$ cat src/rtl/clock_pkg.sv
// Shared types and constants for the multi-alarm time-of-day clock.
package clock_pkg;

  typedef enum logic [1:0] {
    S_RUN,
    S_SET_MIN,
    S_SET_HR
  } state_t;

  localparam logic [3:0] DIG_SEP   = 4'hE;
  localparam logic [3:0] DIG_BLANK = 4'hF;
  localparam logic [5:0] SEC_MAX   = 6'd59;
  localparam logic [5:0] MIN_MAX   = 6'd59;
  localparam logic [4:0] HR_MAX    = 5'd23;

endpackage

$ cat src/rtl/bcd_split.sv
// Splits a 0..59 binary value into tens and ones BCD digits.
module bcd_split (
  input  logic [5:0] bin,
  output logic [3:0] tens,
  output logic [3:0] ones
);

  always_comb begin
    tens = 4'(bin / 6'd10);
    ones = 4'(bin % 6'd10);
  end

endmodule

$ cat src/rtl/multi_alarm_clock.sv
// 24 h / 12 h time-of-day clock with in-place set mode, blinking field
// indication and N programmable alarms with acknowledge and auto-timeout.
module multi_alarm_clock
  import clock_pkg::*;
#(
  parameter int CLK_HZ     = 1000,
  parameter int BLINK_HALF = 300,
  parameter int N_ALARMS   = 4,
  parameter int RING_SECS  = 60
) (
  input  logic                clk_1khz,
  input  logic                rst,
  input  logic                set_en,
  input  logic                switch,
  input  logic                add,
  input  logic                mode_12h,
  input  logic                alarm_wr,
  input  logic [3:0]          alarm_idx,
  input  logic [4:0]          alarm_hr,
  input  logic [5:0]          alarm_min,
  input  logic                alarm_on,
  input  logic                ack,
  output logic [31:0]         out,
  output logic                pm,
  output logic                sec_pulse,
  output logic                alarm_ringing,
  output logic [N_ALARMS-1:0] alarm_hit
);

  localparam int TW = (CLK_HZ > 1) ? $clog2(CLK_HZ) : 1;
  localparam int BW = (BLINK_HALF > 0) ? $clog2(2 * BLINK_HALF) : 1;
  localparam int RW = (RING_SECS > 0) ? $clog2(RING_SECS + 1) : 1;
  localparam logic [TW-1:0] TICK_MAX   = TW'(CLK_HZ - 1);
  localparam logic [BW-1:0] BLINK_LAST = BW'(2 * BLINK_HALF - 1);
  localparam logic [BW-1:0] BLINK_OFF  = BW'(BLINK_HALF);
  localparam logic [RW-1:0] RING_LAST  = RW'(RING_SECS - 1);

  logic          sw_d, add_d, ack_d;
  logic          sw_edge, add_edge, ack_edge;
  state_t        state, state_nxt;
  logic [TW-1:0] tick;
  logic [BW-1:0] blink;
  logic [5:0]    sec, min, min_inc;
  logic [4:0]    hr, hr_inc, hr_new, hr_disp;
  logic          sec_wrap, min_roll, hr_roll;

  logic [N_ALARMS-1:0] al_on;
  logic [4:0]          al_hr  [N_ALARMS];
  logic [5:0]          al_min [N_ALARMS];
  logic [N_ALARMS-1:0] hit_vec;
  logic [RW-1:0]       ring_cnt;
  logic                timeout, ring_clear, wr_ok;

  assign sw_edge  = switch & ~sw_d;
  assign add_edge = add & ~add_d;
  assign ack_edge = ack & ~ack_d;

  assign sec_wrap = !set_en && (tick == TICK_MAX);
  assign min_roll = sec_wrap && (sec == SEC_MAX);
  assign hr_roll  = min_roll && (min == MIN_MAX);
  assign min_inc  = (min == MIN_MAX) ? 6'd0 : min + 6'd1;
  assign hr_inc   = (hr == HR_MAX) ? 5'd0 : hr + 5'd1;
  assign hr_new   = hr_roll ? hr_inc : hr;

  always_comb begin
    state_nxt = state;
    if (!set_en) begin
      state_nxt = S_RUN;
    end else if (sw_edge) begin
      case (state)
        S_RUN:     state_nxt = S_SET_MIN;
        S_SET_MIN: state_nxt = S_SET_HR;
        default:   state_nxt = S_RUN;
      endcase
    end
  end

  always_ff @(posedge clk_1khz) begin
    if (rst) begin
      sw_d      <= 1'b0;
      add_d     <= 1'b0;
      ack_d     <= 1'b0;
      state     <= S_RUN;
      blink     <= '0;
      tick      <= '0;
      sec       <= '0;
      min       <= '0;
      hr        <= '0;
      sec_pulse <= 1'b0;
    end else begin
      sw_d      <= switch;
      add_d     <= add;
      ack_d     <= ack;
      state     <= state_nxt;
      blink     <= (state_nxt != state || blink == BLINK_LAST) ? '0 : blink + 1'b1;
      sec_pulse <= sec_wrap;
      if (!set_en) begin
        tick <= sec_wrap ? '0 : tick + 1'b1;
        if (sec_wrap) sec <= (sec == SEC_MAX) ? 6'd0 : sec + 6'd1;
        if (min_roll) min <= min_inc;
        if (hr_roll) hr <= hr_inc;
      end else begin
        // Set mode freezes time; adjusting a field restarts the minute cleanly.
        tick <= '0;
        if (add_edge && state == S_SET_MIN) begin
          min <= min_inc;
          sec <= '0;
        end else if (add_edge && state == S_SET_HR) begin
          hr  <= hr_inc;
          sec <= '0;
        end
      end
    end
  end

  assign wr_ok = alarm_wr && (alarm_hr <= HR_MAX) && (alarm_min <= MIN_MAX);

  always_ff @(posedge clk_1khz) begin
    for (int i = 0; i < N_ALARMS; i++) begin
      if (rst) begin
        al_on[i]  <= 1'b0;
        al_hr[i]  <= '0;
        al_min[i] <= '0;
      end else if (wr_ok && alarm_idx == 4'(i)) begin
        al_on[i]  <= alarm_on;
        al_hr[i]  <= alarm_hr;
        al_min[i] <= alarm_min;
      end
    end
  end

  always_comb begin
    hit_vec = '0;
    for (int i = 0; i < N_ALARMS; i++) begin
      if (min_roll && al_on[i] && al_hr[i] == hr_new && al_min[i] == min_inc)
        hit_vec[i] = 1'b1;
    end
  end

  assign timeout    = (RING_SECS != 0) && alarm_ringing && sec_wrap && (ring_cnt == RING_LAST);
  assign ring_clear = ack_edge || timeout;

  always_ff @(posedge clk_1khz) begin
    if (rst) begin
      alarm_ringing <= 1'b0;
      alarm_hit     <= '0;
      ring_cnt      <= '0;
    end else if (|hit_vec) begin
      // A fresh hit outranks a simultaneous acknowledge or timeout.
      alarm_ringing <= 1'b1;
      alarm_hit     <= (ring_clear ? '0 : alarm_hit) | hit_vec;
      ring_cnt      <= '0;
    end else if (ring_clear) begin
      alarm_ringing <= 1'b0;
      alarm_hit     <= '0;
      ring_cnt      <= '0;
    end else if (alarm_ringing && sec_wrap) begin
      ring_cnt <= ring_cnt + 1'b1;
    end
  end

  always_comb begin
    hr_disp = hr;
    if (mode_12h && hr == 5'd0) hr_disp = 5'd12;
    else if (mode_12h && hr > 5'd12) hr_disp = hr - 5'd12;
  end

  logic [3:0] h10, h1, m10, m1, s10, s1;
  logic       blank_hr, blank_min;

  bcd_split u_bcd_hr  (.bin({1'b0, hr_disp}), .tens(h10), .ones(h1));
  bcd_split u_bcd_min (.bin(min),              .tens(m10), .ones(m1));
  bcd_split u_bcd_sec (.bin(sec),              .tens(s10), .ones(s1));

  assign blank_hr  = (state == S_SET_HR) && (blink >= BLINK_OFF);
  assign blank_min = (state == S_SET_MIN) && (blink >= BLINK_OFF);
  assign pm        = (hr >= 5'd12);
  assign out = {blank_hr  ? {DIG_BLANK, DIG_BLANK} : {h10, h1}, DIG_SEP,
                blank_min ? {DIG_BLANK, DIG_BLANK} : {m10, m1}, DIG_SEP,
                s10, s1};

endmodule

$ cat config.mk
export PLATFORM = sky130hd
export DESIGN_NAME = multi_alarm_clock
export DESIGN_NICKNAME = d
export VERILOG_FILES = /design/src/rtl/clock_pkg.sv /design/src/rtl/bcd_split.sv /design/src/rtl/multi_alarm_clock.sv
export SDC_FILE = /design/constraint.sdc
export NUM_CORES = 1
export LEC_CHECK = 0
export CAP_MARGIN = 20
export CORE_MARGIN = 2
export CORE_UTILIZATION = 35
export DETAILED_ROUTE_END_ITERATION = 12
export GPL_ROUTABILITY_DRIVEN = 0
export HOLD_SLACK_MARGIN = 0.08
export PLACE_DENSITY = 0.61
export SLEW_MARGIN = 20
export SYNTH_ARGS = -nofsm -noshare
export SYNTH_HDL_FRONTEND = slang
export SYNTH_SLANG_ARGS = --single-unit
$ cat constraint.sdc
create_clock -name clk_1khz -period 2.7 [get_ports clk_1khz]
set_input_delay 0.405 -clock clk_1khz [delete_from_list [all_inputs] [get_ports clk_1khz]]
set_output_delay 0.405 -clock clk_1khz [all_outputs]
set_load 0.005 [all_outputs]
### Yosys cells after proc, flatten, opt, wreduce, memory -nomap -nowiden

Memories as Yosys holds them, arrays and structs flattened.
Cells that the tools add are included.

* flip-flop bits (word level): 58
* bits in latches: 0
* bits in writable memories: 44
* ROM bits: 0
* bits of input ports: 24
* output and inout port bits: 39
* logic and storage cells: 172
* memories: 2

Memory list
* al_min: words 4, width 6, read ports 4, clocked after Yosys merged registers in 0, write ports 4, line multi_alarm_clock.sv:49 `logic [5:0] al_min [N_ALARMS];`
* al_hr: words 4, width 5, read ports 4, clocked after Yosys merged registers in 0, write ports 4, line multi_alarm_clock.sv:48 `logic [4:0] al_hr [N_ALARMS];`

* add/sub/neg operators: 7
* $mul: 0
* divide/modulo/power cells: 6
* order comparisons: 5
* equality and inequality tests: 24
* shift-type cells: 0
* multiplexer cells: 51
* bitwise logic cells: 15
* reduce and logical (&&, ||, !) cells: 45

Operator list (count)
* 2-to-1 mux 6 bit: 13
* 2-to-1 mux 5 bit: 11
* logical AND 1 bit: 29
* == test 6 bit: 4
* adder 10 x 1 -> 10 bit, second input constant: 2
* == test 10 bit, second input constant: 2
* == test 5 bit: 4
* 2-to-1 mux 1 bit: 20
* adder 6 x 1 -> 6 bit, second input constant: 3
* == test 6 bit, second input constant: 3
* 2-to-1 mux 8 bit: 2
* divider 6 x 4 -> 6 bit, second input constant: 2
* modulo 6 x 4 -> 6 bit, second input constant: 2
* greater-or-equal comparator 10 x 9 -> 1 bit, second input constant: 1
* == test 4 x 2 -> 1 bit, second input constant: 2
* 2-to-1 mux 4 bit: 2
* bitwise OR 1 bit: 8
* divider 5 x 4 -> 6 bit, second input constant: 1
* less-or-equal comparator 6 bit, second input constant: 1
* modulo 5 x 4 -> 6 bit, second input constant: 1
* AND reduction 2 bit: 3
* nonzero test 2 bit: 3
* OR reduction 6 bit: 1
* adder 5 x 1 -> 5 bit, second input constant: 1
* 25 further kinds: 32

### Logic depth before layout (Yosys ltp)

* word-level depth: 11
* mapped depth: 12

### Cells and area by module

From an unflattened synthesis, not the netlist that was laid out.

* cell total of the unflattened synthesis: 759
* area, all modules: 6729.0 µm²

By module, submodules not included
* multi_alarm_clock: instances 1, cells each 600, area an instance 5689.2 µm², sequential area each 2482.4 µm²
* bcd_split: instances 3, cells each 53, area an instance 346.6 µm², sequential area each 0.0 µm²

### Least setup slack after synthesis

Ideal clock, no wire load.

* kind: reg-to-reg
* start point: register hr[3]
* end point: register alarm_ringing
* setup time: 0.120 ns
* arrival time: 2.753 ns
* data required time: 2.580 ns
* setup slack: -0.173 ns
* cell stages (with the launch flop): 13
* cells stage by stage: dfxtp_1 -> buf_2 -> inv_1 -> ha_1 -> and3_1 -> or4_1 -> clkbuf_1 -> o2bb2ai_1 -> nor3_1 -> a31oi_1 -> o211ai_1 -> a311o_2 -> o31a_1

* word-level cells in the longest chain between the ends: 9
* elaborated cells between the ends (all ways): 23

Ends and longest elaborated chain
* from (decl): line multi_alarm_clock.sv:44 `logic [4:0] hr, hr_inc, hr_new, hr_disp;`
* from (signal assigned): line multi_alarm_clock.sv:101 `if (hr_roll) hr <= hr_inc;`
* from (signal assigned): line multi_alarm_clock.sv:109 `hr <= hr_inc;`
* adder 5 x 1 -> 5 bit / == test 5 bit (equally long branches): line multi_alarm_clock.sv:62 `assign hr_inc = (hr == HR_MAX) ? 5'd0 : hr + 5'd1;`
* 2-to-1 mux 5 bit: line multi_alarm_clock.sv:62
* 2-to-1 mux 5 bit (*)
* == test 5 bit: line multi_alarm_clock.sv:135 `if (min_roll && al_on[i] && al_hr[i] == hr_new && al_min[i] == min_inc)`
* logical AND 1 bit (2 in a row): line multi_alarm_clock.sv:135
* 2-to-1 mux 1 bit: line multi_alarm_clock.sv:135
* OR reduction 4 bit (*): line multi_alarm_clock.sv:148 `end else if (|hit_vec) begin`
* 2-to-1 mux 1 bit / nonzero test 2 bit (equally long branches)
* to (signal assigned): line multi_alarm_clock.sv:145 `alarm_ringing <= 1'b0;`
* to (signal assigned): line multi_alarm_clock.sv:150 `alarm_ringing <= 1'b1;`
* to (signal assigned): line multi_alarm_clock.sv:154 `alarm_ringing <= 1'b0;`
* to (decl): line multi_alarm_clock.sv:26 `output logic alarm_ringing,`

Every way passes the cells marked *; elsewhere a longest branch is shown, timed or not.
A chain may end at the register's enable or synchronous reset.

### Worst setup path after layout

* start point: register hr[0]
* end point: output port out[26]

* word-level cells in the longest chain between the ends: 6
* elaborated cells between the ends (all ways): 9

Ends and longest elaborated chain
* greater-than comparator 5 x 4 -> 1 bit: line multi_alarm_clock.sv:165 `else if (mode_12h && hr > 5'd12) hr_disp = hr - 5'd12;`
* logical AND 1 bit: line multi_alarm_clock.sv:165
* 2-to-1 mux 5 bit: line multi_alarm_clock.sv:165
* 2-to-1 mux 5 bit (*): line multi_alarm_clock.sv:164 `if (mode_12h && hr == 5'd0) hr_disp = 5'd12;`
* modulo 5 x 4 -> 6 bit (*): line bcd_split.sv:10 `ones = 4'(bin % 6'd10);`
* 2-to-1 mux 8 bit (*): line multi_alarm_clock.sv:178 `assign out = {blank_hr ? {DIG_BLANK, DIG_BLANK} : {h10, h1}, DIG_SEP,`
* to (decl): line multi_alarm_clock.sv:23 `output logic [31:0] out,`

Marked as above.

==> flow_metrics.env <==
export IMPL_die_w_um=137
export IMPL_final_util_pct=51.7
export IMPL_num_rows=48
export IMPL_clk_pin_slew_ps=80
export IMPL_drt_iter0_markers=399
export IMPL_syn_instance_count=706
export IMPL_synth_edf_count=44
export IMPL_worstHoldPathType="reg -> reg"
export IMPL_max_cap_violations=0
export IMPL_cts_tree="yes"
export IMPL_arrival_ps=2500
export IMPL_peakVddDrop_mv=0.316
export IMPL_path_buf_inv=5
export IMPL_synthTopCellsByCount="nor2_1, dfxtp_1, nand2_1"
export IMPL_setup_worst_path_end_class="output pin"
export IMPL_clkPwrFrac_pct=40.1
export IMPL_critPathKind="reg -> out"
export IMPL_portBuffers=53
export IMPL_rsz0062_at_grt="yes"
export IMPL_yosysMostFrequentCell="nor2_1"
export IMPL_start_util_pct=35.9
export IMPL_drive_gt1_share_pct=31.2
export IMPL_outcome="finished with violations"
export IMPL_swShare_pct=25.2
export IMPL_cp_num_cells=14
export IMPL_grt_pass1_vias=5421
export IMPL_internal_power_mw=2.44
export IMPL_synth_top_flop_cell="dfxtp_1"
export IMPL_fmax_ghz=0.345
export IMPL_cts_sinks=102
export IMPL_grt_max_degree=24
export IMPL_yosysUniqueCellTypes=71
export IMPL_cpMaxStageDelayCell="dfxtp_2"
export IMPL_hold_buffers=0
export IMPL_cts_buffer_depth=2
export IMPL_vias=5648
export IMPL_fin_crit_ps=2900
export IMPL_combinationalPowerShare_pct=8.0
export IMPL_finalHoldViolCount=0
export IMPL_violations="setup timing"
export IMPL_ys_ff_latch=102
export IMPL_slowest_delay_ps=370
export IMPL_grt_util_all_layers_pct=17.9
export IMPL_grt_antenna_before_repair=1
export IMPL_setup_ws_ps=-203
export IMPL_synthesis_area_mm2=0.00624
export IMPL_worst_pin_slew_ps=757
export IMPL_period_share_pct=108
export IMPL_rr_startpoint="hr[3]"
export IMPL_cp_start_kind="flop"
export IMPL_holdPathStages=2
export IMPL_required_ps=2300
export IMPL_drt_first_pass_iters=5
export IMPL_hpwlAfterDp_um=12000
export IMPL_slew_headroom_pct=48.9
export IMPL_drt_wl_total_um=16800
export IMPL_synth_area_leaders="edfxtp_1, dfxtp_1, xor2_1, and2_1, nor2_1"
export IMPL_clock_root_buffer="clkbuf_16"
export IMPL_vias_per_cell=4.99
export IMPL_setup_worst_path_start="hr[0]"
export IMPL_netlist_area_leader_share_pct=21.2
export IMPL_skew_ps=11.4
export IMPL_cts_made_buffers=9
export IMPL_pwr_share_seq_pct=51.8
export IMPL_synth_area_leader_cell="edfxtp_1"
export IMPL_crit_end="out[26]"
export IMPL_r2r_slack_ps=-150
export IMPL_gr_total_overflow=0
export IMPL_worst_path_most_repeated_cell="buf_6"
export IMPL_coreArea_mm2=0.0174
export IMPL_syn2layout_area_growth_pct=44.0
export IMPL_clock_latency_ps=370
export IMPL_die_area_mm2=0.0189
export IMPL_nets=944
export IMPL_async_flop_share_pct=0
export IMPL_p_leak_nw=3.58
export IMPL_cp_top_family="buffers and inverters"
export IMPL_setup_viol=11
export IMPL_die_h_um=137
export IMPL_h_tree_depth=3
export IMPL_hp_start="alarm_hit[3]"
export IMPL_ios=63
export IMPL_drcViolationCount=0
export IMPL_p_sw_uw=823
export IMPL_r2r_cells=13
export IMPL_syn_area_per_cell_um2=8.83
export IMPL_path_cells="clkinv_4 -> ha_4 -> nand2_4 -> a31oi_4 -> nor2_4 -> buf_6 -> buf_6 -> o21ai_2 -> a21oi_2 -> o32a_1 -> buf_4 -> mux2_4 -> nand2_4 -> buf_6"
export IMPL_slew_violations=0
export IMPL_ant_nets=0
export IMPL_power_density_mw_per_mm2=363
export IMPL_yosys_warnings=0
export IMPL_ys_seq_area_share_pct=39.8
export IMPL_crit_fanout=3
export IMPL_grt_pass1_wl_um=26400
export IMPL_r2r_end="ring_cnt[5]"
export IMPL_wire_per_inst_um=14.9
export IMPL_totalPowerFinal_mw=3.26
-- area by class of cell --
class | count | area [µm²]
multi-input cells | 534 | 3900
fillers | 1544 | 8380
flip-flops and latches | 102 | 2500
clock inverters | 7 | 72.6
well taps | 225 | 282
diodes | 1 | 2.50
repair buffers | 223 | 1880
clock buffers | 9 | 225
inverters | 31 | 121
-- power groups by stage --
| stage | clock network [mW] | registers, mW | logic [mW] |
|---|---|---|---|
| finish | 1.31 | 1.69 | 0.261 |
| global route | 1.39 | 1.70 | 0.288 |
| CTS | 1.34 | 1.69 | 0.244 |
| detailed placement | 0 | 1.73 | 0.231 |
| global placement | 0 | 1.72 | 0.230 |
| floorplan | 0 | 1.72 | 0.126 |
-- registers in the layout, summed over array words and instances (netlist names), 2 cells and up --
signal,count
hr,5
alarm_hit,4
state,2
blink,10
al_hr,20
al_min,24
al_on,4
sec,6
tick,10
min,6
ring_cnt,6
-- kinds of logic (layout without fill, tap and decap cells) --
kind of cell	Yosys count	in the layout	synth area share, %
other	2	10	0.120
buffers and inverters	77	270	5.66
AO/OA/AOI/OAI	127	127	13.7
adder cells (fa/ha/maj)	19	19	3.81
flip-flops	102	102	39.8
XOR/XNOR	65	65	9.13
AND/OR/NAND/NOR	301	301	25.6
multiplexers	13	13	2.17
-- worst reg2reg max path, delay by kind of cell (launching register included) --
kind | cells | cell delay [ps]
adder cells (fa/ha/maj) | 1 | 160
AO/OA/AOI/OAI | 4 | 860
flip-flops | 1 | 380
buffers and inverters | 4 | 490
AND/OR/NAND/NOR | 4 | 890
-- per-stage QoR --
step	instance area, µm²	setup TNS (ps)	hold WS [ps]	worst slack (ps)	cells
2_1_floorplan	6290	-53.8	430	-53.8	713
3_3_place_gp	7920	-6340	454	-625	1086
3_5_place_dp	7920	-6620	458	-634	1086
4_1_cts	8530	-1790	468	-274	1115
5_1_grt	8980	-2760	487	-308	1131
6_report	8980	-1350	463	-203	1132
-- layer usage --
metal | routed length (µm) | vias up | GRT usage, %
met3 | 809 | 19 | 3.72
met2 | 8160 | 123 | 30.6
met4 | 258 | 0 | 5.56
li1 | - | 2859 | -
met5 | 0 | - | 0
met1 | 7600 | 2647 | 22.6
-- repair_timing --
item	CTS	global route
buffers inserted	13	16
pin swaps	22	34
resized for setup	89	74
setup endpoints to repair	27	28
hold endpoints to repair	0	0
-- cells in the final DEF (no fill, tap or decap), types with 4 or more instances in the layout --
cell type and count:
buf_4 148, nor2_1 72, nand2_1 52, and2_1 50, dfxtp_1 45, edfxtp_1 44
clkdlybuf4s50_1 41, xor2_1 36, nand3_1 30, inv_1 25, xnor2_1 25, o21ai_0 24
a21oi_1 24, buf_6 23, nor2b_1 11, dfxtp_2 11, nand4_1 10, nand2b_1 9
mux2i_1 9, ha_1 9, conb_1 9, clkbuf_16 9, o211ai_1 7, and3_1 7
nor3_1 7, ha_4 7, o22ai_1 5, or3_1 5, nor4_2 5, inv_2 4
a21oi_2 4, o21ai_1 4, a211oi_1 4, nor4_4 4, nor4_1 4, a22oi_1 4
-- how the worst min path moves through the flow --
stage | to | slack [ps]
4_1_cts | alarm_hit[3] | 470
3_5_place_dp | alarm_hit[3] | 460
2_1_floorplan | tick[0] | 430
3_3_place_gp | alarm_hit[3] | 450
5_1_grt | alarm_hit[3] | 490
6_report | alarm_hit[3] | 460
No activity file was read; power rests on OpenSTA's default activity.
==> variant 1 (config.mk and constraints unchanged) <==
Re-encode `state_t` (3 states) as one-hot, 3 bits wide.
--- a/src/rtl/clock_pkg.sv
+++ b/src/rtl/clock_pkg.sv
@@ -1,10 +1,10 @@
 // Shared types and constants for the multi-alarm time-of-day clock.
 package clock_pkg;
 
-  typedef enum logic [1:0] {
-    S_RUN,
-    S_SET_MIN,
-    S_SET_HR
+  typedef enum logic [2:0] {
+    S_RUN     = 3'b001,
+    S_SET_MIN = 3'b010,
+    S_SET_HR  = 3'b100
   } state_t;
 
   localparam logic [3:0] DIG_SEP   = 4'hE;
Formal check against the unedited RTL: no difference found for any inputs over 10 cycles, from zero or initial values and one cycle with rst high; not proved beyond that.
==> variant 1 against the original RTL <==
The run still ends with negative setup slack left. Synthesized area increased by 1.8%. Wire length decreased by 6.3%. Die area increased by 1.8%. Design area decreased by 4.6%. Setup slack got worse by 0.058 ns. Sequential cell count increased by 1. Total power decreased by 4.8%. Global-route usage decreased by 1.6 points. Cell count decreased by 3.5%.
==> variant 1: results (changes against the original RTL) <==
[run_status]
outcome=finished, violations left
violations=negative setup slack

[placement]
placed_area_mm2=0.00782  ; -1.3%

[grt]
grt_use_met3_pct=3.21  ; -0.50 points
grt_max_degree=26  ; +8.3%
grt_pass1_vias=5200  ; -4.1%
grt_usage_pct=16.3  ; -1.6 points
grt_use_met1_pct=21.0  ; -1.6 points
gr-usage-met2_pct=28.0  ; -2.6 points
grt_pass1_wl_um=25700  ; -2.7%

[worst_setup_path]
worst_path_dominant_cell_family=simple AND/OR/NAND/NOR gates
cpPeakStageDelay_ns=0.49  ; +0.12 ns
r2r_slack_ns=-0.09  ; +0.06 ns
slowest_stage=or4_4

[logic_synthesis]
synth_compound_area_share_pct=13.2  ; -0.50 points
muxShareOfSynthArea_pct=2.56  ; +0.39 points
synth_xor_area_share_pct=10.1  ; +0.94 points
synthCells=712  ; +0.85%
synth-adder-area-share_pct=3.94  ; +0.13 points

[routing]
m1WireLength_um=7030  ; -7.4%
dr.first_iter.drc_count=339  ; -15%
dr_wl_met2_um=7660  ; -6.1%
wl_um=15800  ; -6.3%

[final_layout]
diodes=0  ; -1
fillers=1734  ; +12%
fin_nets=902  ; -4.4%

[timing]
tightestPinTransition_ns=0.751  ; -0.00595 ns
layout_setup_ws_ns=-0.261  ; -0.0581 ns
final-setup-viol-count=15  ; +4
fin_setup_tns_ns=-1.65  ; -0.303 ns
whs_ns=0.482  ; +0.0187 ns

[power_and_ir_drop]
p_leak_uw=0.00332  ; -7.3%

[clock_tree]
postCtsSetupBuffers=12  ; -1
clock_latency_ns=0.35  ; -0.02 ns

## variant 1: changes by cell type after synthesis, moves of 5 or more
cell | unedited run | this run
nand2b_1 | 11 | 20
o21ai_0 | 30 | 20
xor2_1 | 36 | 25
nand2_1 | 57 | 46
nor3_2 | 1 | 7
xnor2_1 | 29 | 48
buf_2 | 6 | 1
nor3_1 | 9 | 15
clkbuf_1 | 24 | 31
nand3_1 | 30 | 22
## variant 1: final timing paths
path	start	to
max	min[4]$_SDFFE_PP0P_	out[14]
min reg2reg	al_on[3]$_SDFFE_PP0P_	al_on[3]$_SDFFE_PP0P_
min	al_on[3]$_SDFFE_PP0P_	al_on[3]$_SDFFE_PP0P_
max reg2reg	hr[3]$_SDFFE_PP0P_	ring_cnt[0]$_SDFFE_PP0P_
## variant 1: final cells by class
class	count	share of cell area [%]
multi-input cells	536	45.7
repair buffers	177	17.3
clock inverters	2	0.0876
inverters	31	1.39
well taps	229	3.34
flip-flops and latches	103	29.4
clock buffers	14	2.85
==> variant 2 (same flow settings) <==
Made on the original files. Set the parameter `BLINK_HALF` to 1200 (it was 300).
--- a/src/rtl/multi_alarm_clock.sv
+++ b/src/rtl/multi_alarm_clock.sv
@@ -4,7 +4,7 @@
   import clock_pkg::*;
 #(
   parameter int CLK_HZ     = 1000,
-  parameter int BLINK_HALF = 300,
+  parameter int BLINK_HALF = 1200,
   parameter int N_ALARMS   = 4,
   parameter int RING_SECS  = 60
 ) (
Function: no difference found for any inputs over 10 cycles, from zero or initial values and one cycle with rst high; that may be too few to reach the edited logic, so the function may still have changed.
==> variant 2 against the original RTL <==
Non-clock buffer count fell by 48. Critical path depth shrank 3. Wire length is 3.7% lower. Sequential cell count is 2 higher. First-iteration DRC count shrank 16%. Total power increased by 4.2%. Synthesized area increased by 2.8%. Setup slack improved by 0.21 ns. Combinational power shrank 11%. Sequential share of layout area up 1.5 points. Global-route usage fell by 0.94 points. Design area fell by 3.1%.
==> variant 2: results (changes against the original RTL) <==
[logic_synthesis]
synth_compound_area_share_pct=12.1  ; -1.6 points
yosys_warnings=0  ; unchanged
synth_xor_area_share_pct=10.7  ; +1.5 points
synth-adder-area-share_pct=3.51  ; -0.30 points
synth_edf_count=44  ; unchanged
yosysSeqAreaShare_pct=39.4  ; -0.45 points
synthTopCellsByCount=76 x nor2_1, 62 x nand2_1, 60 x dfxtp_1
muxShareOfSynthArea_pct=3.07  ; +0.90 points
synthTopCellsByArea=edfxtp_1 21%, dfxtp_1 19%, xor2_1 5.6%

[worst_setup_path]
reg2regPathDepth=11  ; -2
path_max_fanout=6  ; +3
worst_path_dominant_cell_family=simple AND/OR/NAND/NOR gates
crit_path_end=ring_cnt[0]$_SDFFE_PP0P_
arrival_ns=2.99  ; +0.49 ns
cpPeakStageDelay_ns=0.58  ; +0.21 ns
rr_startpoint=hr[2]$_SDFFE_PP0P_

[final_layout]
fin_nets=912  ; -3.4%
fillers=1703  ; +10%
reg_top3=al_min (24), al_hr (20), blink (12)
diodes=0  ; -1
drive_gt1_share_pct=26.7  ; -4.5 points

[timing]
fin_skew_ns=0.00959  ; -0.00184 ns
layout_setup_ws_ns=0.00723  ; +0.210 ns
tightestPinTransition_ns=0.573  ; -0.185 ns

[grt]
antenna_found_initial=0  ; -1
grt_max_degree=27  ; +13%
grt_use_met1_pct=23.6  ; +1.1 points
grt_pass1_wl_um=26700  ; +1.3%
grt_pass1_vias=5349  ; -1.3%
gr-usage-met2_pct=27.5  ; -3.1 points
grt_usage_pct=16.9  ; -0.94 points

[power_and_ir_drop]
power.share.clock_pct=42.6  ; +2.5 points
p_leak_uw=0.00344  ; -3.8%
p_switching_uw=780  ; -5.3%
ir_drop_v=0.000317  ; +0.33%
p_sw_share_pct=22.9  ; -2.3 points

[placement]
port_buffers=53  ; unchanged
hpwlAfterDp_um=11900  ; -0.78%

[routing]
wl_um=16200  ; -3.7%
dr.first_iter.drc_count=335  ; -16%
viasPerCell=4.97  ; -0.33%

[run_status]
outcome=finished clean

[clock_tree]
cts_max_level=3  ; unchanged

[worst_hold_path]
hp-start=tick[0]$_SDFF_PP0_
min_path_cells=1  ; -1
min_to=tick[0]$_SDFF_PP0_

[variant 2: layer usage]
metal / vias to the layer above / routed length (µm)
met1: 2559 / 7840
met2: 121 / 7470
met5: - / 0
met3: 19 / 631
met4: 0 / 257
li1: 2791 / -
[variant 2: stage by stage]
step,std cells,instance area (µm²)
6_report,1104,8700
5_1_grt,1104,8700
4_1_cts,1100,8490
3_5_place_dp,1076,7900
3_3_place_gp,1076,7900
2_1_floorplan,732,6540
[variant 2: cell type report]
| type | instances | share of cell area (%) |
|---|---|---|
| Clock buffer | 10 | 2.63 |
| Clock inverter | 6 | 1.15 |
| Inverter | 30 | 1.29 |
| Multi-Input combinational cell | 550 | 45.5 |
| Sequential cell | 104 | 29.3 |
| Tap cell | 229 | 3.29 |
| Timing Repair Buffer | 175 | 16.8 |
[variant 2: what timing repair did]
action	in CTS	in global routing
setup buffers	8	5
hold buffers	0	0
resized for setup	68	60
setup endpoints to repair	25	21
pin swaps	14	35
